`src/rtl/task_arb_pkg.sv`:
```
// ============================================================================
//  Module      : task_arb_pkg
//  Description : Shared types and constants for the task-answer arbiter:
//                FSM state encoding, header sync byte, header field widths
//                and the size-header word builder.
//  Revision    : 1.0  initial release
// ============================================================================
`default_nettype none

package task_arb_pkg;

    // FSM state encoding
    typedef logic [1:0] arb_state_t;
    localparam arb_state_t c_ST_IDLE     = 2'd0;
    localparam arb_state_t c_ST_HDR_SIZE = 2'd1;
    localparam arb_state_t c_ST_HDR_LAT  = 2'd2;
    localparam arb_state_t c_ST_DATA     = 2'd3;

    // Header layout: {sync, grant, size}
    localparam int         c_HDR_SYNC_W  = 8;
    localparam int         c_HDR_GRANT_W = 8;
    localparam int         c_HDR_SIZE_W  = 16;
    localparam int         c_HDR_W       = c_HDR_SYNC_W + c_HDR_GRANT_W + c_HDR_SIZE_W;
    localparam logic [7:0] c_HDR_SYNC    = 8'hA5;

    // Build the first header word from the granted index and packet size
    function automatic logic [c_HDR_W-1:0] f_hdr_size_word(
        input logic [c_HDR_GRANT_W-1:0] grant,
        input logic [c_HDR_SIZE_W-1:0]  size
    );
        return {c_HDR_SYNC, grant, size};
    endfunction

endpackage

`default_nettype wire

```
`src/rtl/task_answer_arbiter_rr.sv`:
```
// ============================================================================
//  Module      : rr_arbiter
//  Description : Combinational round-robin grant selection. Searches the
//                request vector starting one past the last grant, wrapping
//                modulo NUM_TASKS; returns one-hot grant, index and a flag.
//  Revision    : 1.0  initial release
// ============================================================================
`default_nettype none

module rr_arbiter #(
    parameter int NUM_TASKS = 4,
    parameter int IDX_W     = 2
) (
    input  logic [NUM_TASKS-1:0] i_req,
    input  logic [IDX_W-1:0]     i_last_grant,
    output logic [NUM_TASKS-1:0] o_grant_onehot,
    output logic [IDX_W-1:0]     o_grant_idx,
    output logic                 o_grant_valid
);

    // Walk offsets 1..NUM_TASKS from the last grant; first requester wins
    always_comb begin
        int cand;
        o_grant_onehot = '0;
        o_grant_idx    = '0;
        o_grant_valid  = 1'b0;
        cand           = 0;
        for (int k = 1; k <= NUM_TASKS; k++) begin
            cand = int'(i_last_grant) + k;
            if (cand >= NUM_TASKS) cand = cand - NUM_TASKS;
            for (int j = 0; j < NUM_TASKS; j++) begin
                if (!o_grant_valid && i_req[j] && (cand == j)) begin
                    o_grant_valid     = 1'b1;
                    o_grant_idx       = IDX_W'(j);
                    o_grant_onehot[j] = 1'b1;
                end
            end
        end
    end

endmodule

`default_nettype wire

```
`src/rtl/task_answer_arbiter.sv`:
```
// ============================================================================
//  Module      : task_answer_arbiter
//  Description : Round-robin packet arbiter merging per-task answer streams
//                into one stream toward a UART TX. Grant is locked for a
//                whole packet. Optional two-word header (size, latency) is
//                enabled by defining TASK_ARB_HEADER_EN.
//  Revision    : 1.0  initial release
// ============================================================================
`default_nettype none

module task_answer_arbiter
    import task_arb_pkg::*;
#(
    parameter int NUM_TASKS  = 4,
    parameter int DATA_WIDTH = 32
) (
    input  logic                            i_clk,
    input  logic                            i_rst_n,
    input  logic [NUM_TASKS-1:0]            i_req_valid,
    input  logic [NUM_TASKS*DATA_WIDTH-1:0] i_req_data,
    input  logic [NUM_TASKS-1:0]            i_req_last,
    input  logic [NUM_TASKS*32-1:0]         i_req_size,
    input  logic [NUM_TASKS*32-1:0]         i_req_latency,
    output logic [NUM_TASKS-1:0]            o_req_ready,
    output logic [DATA_WIDTH-1:0]           o_data,
    output logic                            o_valid,
    output logic                            o_last,
    input  logic                            i_ready,
    output logic [3:0]                      o_grant_id,
    output logic                            o_busy,
    output logic [15:0]                     o_pkt_count
);

    localparam int IDX_W = (NUM_TASKS > 1) ? $clog2(NUM_TASKS) : 1;

    arb_state_t             r_state;
    logic [IDX_W-1:0]       r_grant;
    logic [IDX_W-1:0]       r_last_grant;
    logic [15:0]            r_pkt_count;

    logic [NUM_TASKS-1:0]   w_arb_onehot;
    logic [IDX_W-1:0]       w_arb_idx;
    logic                   w_arb_valid;
    logic                   w_last_beat;
    logic [DATA_WIDTH-1:0]  w_data [NUM_TASKS];

    genvar g;
    generate
        for (g = 0; g < NUM_TASKS; g++) begin : g_unpack_data
            assign w_data[g] = i_req_data[g*DATA_WIDTH +: DATA_WIDTH];
        end
    endgenerate

    rr_arbiter #(
        .NUM_TASKS (NUM_TASKS),
        .IDX_W     (IDX_W)
    ) u_rr_arbiter (
        .i_req          (i_req_valid),
        .i_last_grant   (r_last_grant),
        .o_grant_onehot (w_arb_onehot),
        .o_grant_idx    (w_arb_idx),
        .o_grant_valid  (w_arb_valid)
    );

    assign w_last_beat = (r_state == c_ST_DATA) && i_req_valid[r_grant]
                         && i_req_last[r_grant] && i_ready;

`ifdef TASK_ARB_HEADER_EN
    logic [31:0] r_size;
    logic [31:0] r_lat;
    logic [31:0] w_size [NUM_TASKS];
    logic [31:0] w_lat  [NUM_TASKS];
    logic        w_unused;

    generate
        for (g = 0; g < NUM_TASKS; g++) begin : g_unpack_hdr
            assign w_size[g] = i_req_size[g*32 +: 32];
            assign w_lat[g]  = i_req_latency[g*32 +: 32];
        end
    endgenerate

    // Only the low size bits travel in the header
    assign w_unused = ^{w_arb_onehot, r_size[31:c_HDR_SIZE_W]};

    // Snapshot size and latency of the requester at grant time
    always_ff @(posedge i_clk or negedge i_rst_n) begin
        if (!i_rst_n) begin
            r_size <= '0;
            r_lat  <= '0;
        end else if ((r_state == c_ST_IDLE) && w_arb_valid) begin
            r_size <= w_size[w_arb_idx];
            r_lat  <= w_lat[w_arb_idx];
        end
    end
`else
    logic w_unused;
    assign w_unused = ^{w_arb_onehot, i_req_size, i_req_latency};
`endif

    // Packet FSM: grant, optional headers, locked data phase
    always_ff @(posedge i_clk or negedge i_rst_n) begin
        if (!i_rst_n) begin
            r_state      <= c_ST_IDLE;
            r_grant      <= '0;
            r_last_grant <= IDX_W'(NUM_TASKS - 1);
            r_pkt_count  <= '0;
        end else begin
            case (r_state)
                c_ST_IDLE: begin
                    if (w_arb_valid) begin
                        r_grant <= w_arb_idx;
`ifdef TASK_ARB_HEADER_EN
                        r_state <= c_ST_HDR_SIZE;
`else
                        r_state <= c_ST_DATA;
`endif
                    end
                end
`ifdef TASK_ARB_HEADER_EN
                c_ST_HDR_SIZE: if (i_ready) r_state <= c_ST_HDR_LAT;
                c_ST_HDR_LAT:  if (i_ready) r_state <= c_ST_DATA;
`endif
                c_ST_DATA: begin
                    if (w_last_beat) begin
                        r_state      <= c_ST_IDLE;
                        r_last_grant <= r_grant;
                        r_pkt_count  <= r_pkt_count + 16'd1;
                    end
                end
                default: r_state <= c_ST_IDLE;
            endcase
        end
    end

    // Output mux: registered header words or pass-through of granted task
    always_comb begin
        o_valid     = 1'b0;
        o_last      = 1'b0;
        o_data      = '0;
        o_req_ready = '0;
        case (r_state)
`ifdef TASK_ARB_HEADER_EN
            c_ST_HDR_SIZE: begin
                o_valid = 1'b1;
                o_data  = DATA_WIDTH'(f_hdr_size_word(8'(r_grant), r_size[c_HDR_SIZE_W-1:0]));
            end
            c_ST_HDR_LAT: begin
                o_valid = 1'b1;
                o_data  = DATA_WIDTH'(r_lat);
            end
`endif
            c_ST_DATA: begin
                o_valid              = i_req_valid[r_grant];
                o_data               = w_data[r_grant];
                o_last               = i_req_last[r_grant];
                o_req_ready[r_grant] = i_ready;
            end
            default: ;
        endcase
    end

    // Zero-extend the grant index onto the fixed 4-bit status port
    always_comb begin
        o_grant_id             = '0;
        o_grant_id[IDX_W-1:0]  = r_grant;
    end

    assign o_busy      = (r_state != c_ST_IDLE);
    assign o_pkt_count = r_pkt_count;

endmodule

`default_nettype wire

```
`config.mk`:
```
export PLATFORM = sky130hd
export DESIGN_NAME = task_answer_arbiter
export DESIGN_NICKNAME = d
export VERILOG_FILES = /design/src/rtl/task_arb_pkg.sv /design/src/rtl/task_answer_arbiter_rr.sv /design/src/rtl/task_answer_arbiter.sv
export SDC_FILE = /design/constraint.sdc
export NUM_CORES = 1
export LEC_CHECK = 0
export ABC_AREA = 1
export BUFFER_PORTS_ARGS = -buffer_cell sky130_fd_sc_hd__buf_2
export CAP_MARGIN = 20
export CELL_PAD_IN_SITES_DETAIL_PLACEMENT = 0
export CELL_PAD_IN_SITES_GLOBAL_PLACEMENT = 1
export CORE_AREA = 10 10 170 172
export DETAILED_ROUTE_END_ITERATION = 16
export DIE_AREA = 0 0 180 182
export MAX_ROUTING_LAYER = met4
export PLACE_DENSITY_LB_ADDON = 0.1
export SLEW_MARGIN = 20
export SYNTH_ARGS = -nofsm -noshare
export SYNTH_HDL_FRONTEND = slang
export SYNTH_HIERARCHICAL = 1
export SYNTH_SLANG_ARGS = --single-unit
```
`constraint.sdc`:
```
create_clock -name i_clk -period 2.2 [get_ports i_clk]
set_input_delay 0.66 -clock i_clk [delete_from_list [all_inputs] [get_ports i_clk]]
set_output_delay 0.66 -clock i_clk [all_outputs]
set_load 0.01 [all_outputs]
```
==> reports/results.txt, run 1 <==
Clock Pin Slew Worst Setup and Hold Paths = 60 ps
Failing checks = setup timing
Wirelength, routed = 17000 µm
Setup ws final = -106 ps
Peak VDD IR = 0.349 mV
Clk buf depth = 2
Uppermost layer routed = met4
Drt wl/cell = 17.5 µm
Slew HR = 61.6%
Met2 wire length = 8680 µm
Clock Sinks = 21
Maxcap violations = 0
WP buf/inv = 4
Layout Nets = 1033
Setup crit start kind = flop
Run status = finished, violations left
Sw Share = 49.9%
Die width = 180 µm
Core area = 25600 µm²
# setup viols final = 33
Setup Crit Path Kind = flop to output pin
WP data arrival = 1650 ps
Wl on met1 = 7610 µm
Critical R2R Launch = r_last_grant[0]
FF-to-FF path depth = 12
Largest net degree at the start of global routing = 36
Die Area = 32800 µm²
Yosys warnings = 6
Crit-path max FO = 5
FP Rows = 59
Critical path's largest stage delay = 430 ps
Crit end category = output pin
Period utilization = 105%
Final Hold Slack = 393 ps
Setup tns final = -2340 ps
DRC viols = 0
Die Ht = 182 µm
Number of port buffers = 195
Most frequent cells in the layout = 193 x buf_2, 123 x nand2_1, 44 x nand3_1
Syn avg cell area = 6.37 µm²
Via total after detailed routing = 3747
First-pass GRT wire length = 24200 µm
GRT overflow = 0
Net Sw Power = 2.72 mW
RSZ-0062 raised after global routing = yes
Int Pwr = 2.73 mW
Combinational share of power = 81.4%
Gpl congestion = 0.748
Ant. Diodes = 0
I/O pin count = 454
Hold Crit Class = input pin to async pin
Crit-path cells = buf_4 -> nor2_4 -> buf_6 -> clkbuf_16 -> nand2_1 -> a31oi_1 -> buf_2
Vias in the first global route = 3765
Most common cell after layout, fill and taps aside = buf_2
Endpoints failing hold = 0
Worst path top cell family by delay = buffers and inverters
GRT Overall Usage = 9.62%
Fill count = 2915
Pwr per Cell Area = 1150 nW/µm²
H-tree levels = 1
Initial antenna violation count = 0
Share of cells above drive strength 1 = 49.8%
Post-synthesis cell count = 407
HPWL after DPL = 12400 µm
Clock Skew = 5.07 ps
DRT antenna net count = 0
Root Buffer = clkbuf_16
Slew @ Worst Pin = 576 ps
Vias/cell = 3.86
Slowest CP cell = dfrtp_2
Fin. max-slew vios = 0
R2R Setup Slk = 140 ps
WP data required = 1540 ps
Drt first pass iters = 4
CTS tree = yes
Leak = 2.30 nW
DRC marker count from the first detailed-route iteration = 187
Sequential Power Share = 11.2%
Metal3 WL = 618 µm
Area grow syn2layout = 82.1%
R2R Path End = r_grant[0]
Post-Syn Area = 2590 µm²
Share of power burned in the clock network = 7.4%
Initial cell density of the core = 10.1%
Fin crit period = 2310 ps
Fmax = 0.434 GHz
Number of buffers created by CTS = 3
Worst-Skew Late Latency = 260 ps
## per-stage QoR
| step | util [%] | instance area [µm²] | power [mW] | worst slack [ps] | cells |
|---|---|---|---|---|---|
| global route | 18.4 | 4720 | 5.87 | -173 | 971 |
| detailed placement | 15.9 | 4070 | 4.19 | -36.7 | 935 |
| floorplan | - | 2590 | 2.71 | 214 | 408 |
| global placement | 15.9 | 4070 | 4.22 | -27.0 | 935 |
| finish | 18.4 | 4720 | 5.45 | -106 | 971 |
| CTS | 17.1 | 4380 | 5.14 | -110 | 952 |
## worst max-delay path by stage
stage,cells past startpoint,end,start
4_1_cts,6,o_data[2],r_grant[1]
6_report,7,o_data[15],r_grant[0]
2_1_floorplan,6,o_data[10],r_grant[0]
3_3_place_gp,12,r_grant[0],i_req_valid[2]
5_1_grt,7,o_data[28],r_grant[0]
3_5_place_dp,12,r_grant[0],i_req_valid[0]
## layout make-up
cell class / instances / area [µm²] / area share [%]
Inverter: 29 / 133 / 2.81
Timing Repair Buffer: 249 / 1650 / 35.0
Tap cell: 335 / 419 / 8.88
Clock buffer: 4 / 78.8 / 1.67
Sequential cell: 21 / 531 / 11.2
Multi-Input combinational cell: 333 / 1910 / 40.4
## layer usage
layer / vias up / track usage [%]
met5: - / -
met4: 0 / 0.992
met3: 4 / 1.49
met2: 121 / 17.0
met1: 1768 / 11.6
li1: 1854 / -
## registers in the layout (all words and copies together) (netlist names)
| register | count |
|---|---|
| r_state | 1 |
| r_last_grant | 2 |
| r_grant | 2 |
| o_pkt_count | 16 |
## power by group through the flow
stage	sequential, mW	combinational (mW)	clock, mW
6_report	0.608	4.44	0.404
5_1_grt	0.622	4.81	0.437
4_1_cts	0.618	4.09	0.423
3_5_place_dp	0.638	3.55	0
3_3_place_gp	0.642	3.58	0
2_1_floorplan	0.597	2.11	0
## repair_timing
action                     in CTS  in global routing
gates resized for setup        12                 45
setup endpoints to repair      34                 36
buffers inserted               10                 16
hold buffers                    0                  0
cloned                          3                  5
pin swaps                       4                 25
Power figures use the tool's default switching activity.
==> run 2: changes to the inputs <==
- GPL_ROUTABILITY_DRIVEN: default -> 0
- PLACE_DENSITY: default -> 0.64
- PLACE_DENSITY_LB_ADDON: 0.1 -> default
==> run 2 against run 1 <==
Compared with the run above:
- routed wire length decreased by 12%
- critical path depth increased by 3
- die area unchanged
- cell area decreased by 0.90%
- sequential power about the same
- setup slack got worse by 21 ps
- critical endpoint is now o_last
- power increased by 2.8%
- clock power decreased by 1%
- the run still ends with setup timing left
- clock-buffer cell count decreased by 1
- fmax decreased by 0.89%
- register-to-register slack improved by 60 ps
- global-route usage decreased by 1.0 points
==> reports/results.txt, run 2 (same netlist as run 1, synthesis figures left out) <==
Run status = finished, violations left
Failing checks = setup timing
Combinational share of power = 82.0% (+0.6 points)
Initial antenna violation count = 2 (+2)
Setup Crit Path Kind = flop to output pin
Sequential Power Share = 10.9% (-0.3 points)
Power Total = 5.60 mW (+2.8%)
Number of buffers created by CTS = 3 (unchanged)
Pwr per Cell Area = 1200 nW/µm² (+3.7%)
Sw Share = 50.2% (+0.33 points)
Crit-path max FO = 9 (+4)
FP Rows = 59 (unchanged)
Crit end category = output pin
Net Sw Power = 2.81 mW (+3.4%)
Root Buffer = clkbuf_16
Uppermost layer routed = met4
Endpoints failing hold = 0 (unchanged)
Area after DPL = 4080 µm² (+0.43%)
Post-route cell area = 4680 µm² (-0.90%)
Critical path's largest stage delay = 370 ps (-60 ps)
RSZ-0062 raised after global routing = yes
DRT antenna net count = 0 (unchanged)
Fin crit period = 2330 ps (+20.8 ps)
Clock Skew = 2.49 ps (-2.58 ps)
DRC viols = 0 (unchanged)
Int Pwr = 2.79 mW (+2.1%)
Die Ht = 182 µm (unchanged)
First-pass GRT wire length = 22000 µm (-9.2%)
Wl on met1 = 6990 µm (-8.1%)
Slew @ Worst Pin = 516 ps (-59.6 ps)
Hold Crit Class = input pin to async pin
Die Area = 32800 µm² (unchanged)
WP data arrival = 1670 ps (+20 ps)
Vias/cell = 3.75 (-2.9%)
Slowest CP cell = dfrtp_1
Number of port buffers = 195 (unchanged)
Share of cells above drive strength 1 = 49.5% (-0.33 points)
CTS tree = yes
Crit-path cells = buf_6 -> clkinv_8 -> buf_12 -> buf_12 -> buf_6 -> nand3_4 -> nand2_2 -> a21oi_4 -> nor2_1 -> buf_4
Maxcap violations = 0 (unchanged)
Vias in the first global route = 3633 (-3.5%)
Crit path from = r_grant[1]
Initial cell density of the core = 10.1% (unchanged)
H-tree levels = 1 (unchanged)
Placed cell count = 939 (+0.43%)
Fin. max-slew vios = 0 (unchanged)
Clock Pin Slew Worst Setup and Hold Paths = 60 ps (about the same)
Pre-CTS WS = 8.76 ps (+45.4 ps)
Metal3 WL = 1080 µm (+74%)
# setup viols final = 33 (unchanged)
DRC marker count from the first detailed-route iteration = 135 (-28%)
Share of power burned in the clock network = 7.1% (-0.3 points)
Clock Sinks = 21 (unchanged)
Met2 wire length = 6820 µm (-22%)
Fmax = 0.430 GHz (-0.89%)
GRT Overall Usage = 8.58% (-1.0 points)
Worst-Skew Late Latency = 260 ps (about the same)
Clk buf depth = 2 (unchanged)
I/O pin count = 454 (unchanged)
Layout Nets = 1019 (-1.4%)
Setup crit start kind = flop
Drt first pass iters = 4 (unchanged)
Area grow syn2layout = 80.5%
Critical R2R Launch = r_last_grant[0]
GRT overflow = 0 (unchanged)
Die width = 180 µm (unchanged)
WP data required = 1540 ps (about the same)
HPWL after DPL = 12000 µm (-3.3%)
Leak = 2.18 nW (-5.1%)
Most frequent cells in the layout = 180 x buf_2, 141 x nand2_1, 42 x nand3_1
Max reg flops = 16 (unchanged)
Setup ws final = -127 ps (-20.8 ps)
Largest net degree at the start of global routing = 36 (unchanged)
Core area = 25600 µm² (unchanged)
Final core occ = 18.3% (-0.17 points)
Drt wl/cell = 15.7 µm (-11%)
Peak VDD IR = 0.392 mV (+12%)
Slew HR = 65.6% (+4.0 points)
Wirelength, routed = 15000 µm (-12%)
Final non-filler cell total = 959 (-1.2%)
Via total after detailed routing = 3595 (-4.1%)
WP buf/inv = 6 (+2)
Worst path top cell family by delay = buffers and inverters
Most common cell after layout, fill and taps aside = buf_2
Period utilization = 106% (+0.94 points)
==> run 2: power groups by stage <==
stage	registers, mW	logic (mW)	clock network [mW]
2_1_floorplan	0.597	2.11	0
3_3_place_gp	0.622	3.74	0
3_5_place_dp	0.625	3.73	0
4_1_cts	0.614	4.24	0.408
5_1_grt	0.622	4.99	0.427
6_report	0.611	4.59	0.400
==> run 2: final cells by class <==
class | instances | area [µm²]
inverter | 29 | 140
fill | 2965 | 20900
timing repair buffer | 235 | 1550
clock buffer | 3 | 75.1
sequential | 21 | 529
antenna | 2 | 5.00
multi-input combinational | 333 | 1960
tap | 335 | 419
clock inverter | 1 | 5.00
==> run 2: final timing paths <==
kind | endpoint | slack (ps) | cells past startpoint
max in group asynchronous | r_grant[0] | 1450 | 1
setup / recovery | o_last | -130 | 10
min in group i_clk | r_last_grant[0] | 520 | 2
setup reg to reg | r_grant[1] | 200 | 12
hold / removal | o_pkt_count[14] | 370 | 1
hold reg to reg | r_last_grant[0] | 520 | 2
==> run 2: routing by layer <==
layer  vias up  track usage (%)
li1       1826                -
met1      1640             11.0
met2       121             13.5
met3         8             2.33
met4         0             1.22
met5         -                -
==> run 2: through the flow <==
stage	TNS, ps	hold WS [ps]
after floorplan	0	364
after global placement	0	513
after detailed placement	0	515
after CTS	-3420	398
after global routing	-5670	413
final	-2520	371
==> run 2: timing repair <==
item | in CTS | in global routing
pin swaps | 5 | 16
setup buffers | 2 | 8
cloned | 3 | 1
endpoints found under the hold margin | 0 | 0
resized for setup | 35 | 38
hold buffers | 0 | 0
setup endpoints to repair | 33 | 38
==> run 3: changes to the inputs <==
- SETUP_SLACK_MARGIN: default -> 0.1
- SKIP_LAST_GASP: default -> 1
==> run 3 against run 2 <==
Compared with the run above:
- the flow still finishes with violations (setup timing)
- cell area up 1.8%
- setup slack worse by 30 ps
- cell count up 0.73%
- clock-buffer cell count unchanged
- global-route usage unchanged
- non-clock buffer count up 7
- sequential power about the same
- utilization up 0.32 points
- via count up 2.6%
- die area unchanged
- critical endpoint is now o_data[1]
- largest cell class unchanged
==> reports/results.txt, run 3 (same netlist as run 1, synthesis figures left out) <==
Fmax = 0.424 GHz (-1.3%)
Most common cell after layout, fill and taps aside = buf_2
Failing checks = setup timing
DRC viols = 0 (unchanged)
Wirelength, routed = 15200 µm (+1.5%)
Share of cells above drive strength 1 = 49.8% (+0.24 points)
H-tree levels = 1 (unchanged)
Run status = finished, violations left
Clock Pin Slew Worst Setup and Hold Paths = 60 ps (about the same)
Vias/cell = 3.82 (+1.8%)
CP endpoint = o_data[1]
Crit end category = output pin
DRC marker count from the first detailed-route iteration = 107 (-21%)
Clk buf depth = 2 (unchanged)
Slew HR = 65.8% (+0.22 points)
Hold buffer count at cts = 0 (unchanged)
WP data required = 1540 ps (about the same)
Clock Sinks = 21 (unchanged)
Layout Nets = 1026 (+0.69%)
Root Buffer = clkbuf_16
GRT Overall Usage = 8.58% (unchanged)
GRT overflow = 0 (unchanged)
Placed cell count = 939 (unchanged)
Initial cell density of the core = 10.1% (unchanged)
DRT antenna net count = 0 (unchanged)
Largest net degree at the start of global routing = 36 (unchanged)
Die Ht = 182 µm (unchanged)
Endpoints failing hold = 0 (unchanged)
R2R Path End = r_grant[1]
Most frequent cells in the layout = 180 x buf_2, 140 x nand2_1, 44 x nand3_1
Leak = 2.23 nW (+2.0%)
Drt first pass iters = 4 (unchanged)
Initial antenna violation count = 2 (unchanged)
Number of port buffers = 195 (unchanged)
Hold Crit Class = input pin to async pin
Maxcap violations = 0 (unchanged)
Final non-filler cell total = 966 (+0.73%)
Peak VDD IR = 0.369 mV (-5.9%)
Fin crit period = 2360 ps (+29.6 ps)
CTS tree = yes
Die width = 180 µm (unchanged)
Vias in the first global route = 3634 (+0.028%)
Core area = 25600 µm² (unchanged)
Setup ws final = -157 ps (-29.6 ps)
Slew @ Worst Pin = 513 ps (-3.26 ps)
Number of buffers created by CTS = 3 (unchanged)
I/O pin count = 454 (unchanged)
RSZ-0062 raised after global routing = yes
Pwr per Cell Area = 1210 nW/µm² (+1.2%)
Via total after detailed routing = 3688 (+2.6%)
R2R Setup Slk = 190 ps (about the same)
Drt wl/cell = 15.8 µm (+0.80%)
Worst-Skew Late Latency = 260 ps (about the same)
Crit path from = r_grant[1]
FP Rows = 59 (unchanged)
Max reg flops = 16 (unchanged)
FF-to-FF path depth = 12 (unchanged)
Fin. max-slew vios = 0 (unchanged)
WP data arrival = 1700 ps (+30 ps)
HPWL after DPL = 12000 µm (unchanged)
Die Area = 32800 µm² (unchanged)
Setup Crit Path Kind = flop to output pin
Area grow syn2layout = 83.7%
Period utilization = 107% (+1.3 points)
Setup tns final = -3440 ps (-925 ps)
Crit-path max FO = 4 (-5)
# setup viols final = 35 (+6.1%)
Critical R2R Launch = r_last_grant[1]
Clock Skew = 2.13 ps (-0.353 ps)
Setup crit start kind = flop
First-pass GRT wire length = 22000 µm (about the same)
-- run 3: cell count changes in the layout (fill, tap and decap cells not counted), sizes merged --
| cell | previous run | this run |
|---|---|---|
| buf | 234 | 240 |
| clkbuf | 4 | 5 |
-- run 3: worst min path at each step --
stage | from | endpoint | slack [ps] | depth (start not counted)
5_1_grt | i_rst_n | o_pkt_count[10] | 410 | 1
2_1_floorplan | i_rst_n | o_pkt_count[0] | 360 | 0
4_1_cts | i_rst_n | o_pkt_count[1] | 400 | 1
6_report | i_rst_n | o_pkt_count[10] | 370 | 1
3_5_place_dp | o_pkt_count[15] | o_pkt_count[15] | 520 | 2
3_3_place_gp | o_pkt_count[15] | o_pkt_count[15] | 510 | 2
-- run 3: routing by layer --
metal | track usage, % | up-vias | part of all wire (%) | routed length, µm
met1 | 11.0 | 1690 | 45 | 6830
met2 | 13.5 | 146 | 46 | 7040
met5 | - | - | 0 | 0
li1 | - | 1840 | - | -
met4 | 1.22 | 0 | 1.3 | 193
met3 | 2.33 | 12 | 7.7 | 1180
-- run 3: cell type report --
type | instances | area [µm²]
Fill cell | 2950 | 20900
Multi-Input combinational cell | 333 | 1960
Timing Repair Buffer | 242 | 1620
Sequential cell | 21 | 529
Tap cell | 335 | 419
Inverter | 29 | 143
Clock buffer | 3 | 75.1
Clock inverter | 1 | 5.00
Antenna cell | 2 | 5.00
-- run 3: critical path, stage by stage, from the launching register on --
cell and delay, ps:
dfrtp_1 390, buf_6 140, clkinv_8 50, nor2_4 30, buf_12 140, clkbuf_16 150
a22oi_2 140, a31oi_1 100, buf_4 160, buf_2 140
-- run 3: report_power, final --
| part | switching, mW | total (mW) | internal, mW |
|---|---|---|---|
| Clock | 0.159 | 0.404 | 0.245 |
| Sequential | 0.137 | 0.613 | 0.476 |
| Combinational | 2.57 | 4.75 | 2.19 |
| Total | 2.86 | 5.77 | 2.91 |
-- run 3: per-stage QoR --
stage	total power [mW]	utilization [%]	hold WS, ps	worst slack, ps	area (µm²)
2_1_floorplan	2.71	-	364	214	2590
3_3_place_gp	4.36	15.9	513	33.2	4080
3_5_place_dp	4.35	15.9	515	8.76	4080
4_1_cts	5.29	17.2	398	-168	4420
5_1_grt	6.22	18.6	413	-246	4760
6_report	5.77	18.6	368	-157	4760
-- run 3: what timing repair did --
action / CTS / global route
buffers inserted: 3 / 14
cloned: 3 / 2
resized for setup: 36 / 41
endpoints found under the setup margin: 34 / 39
pin swaps: 6 / 18
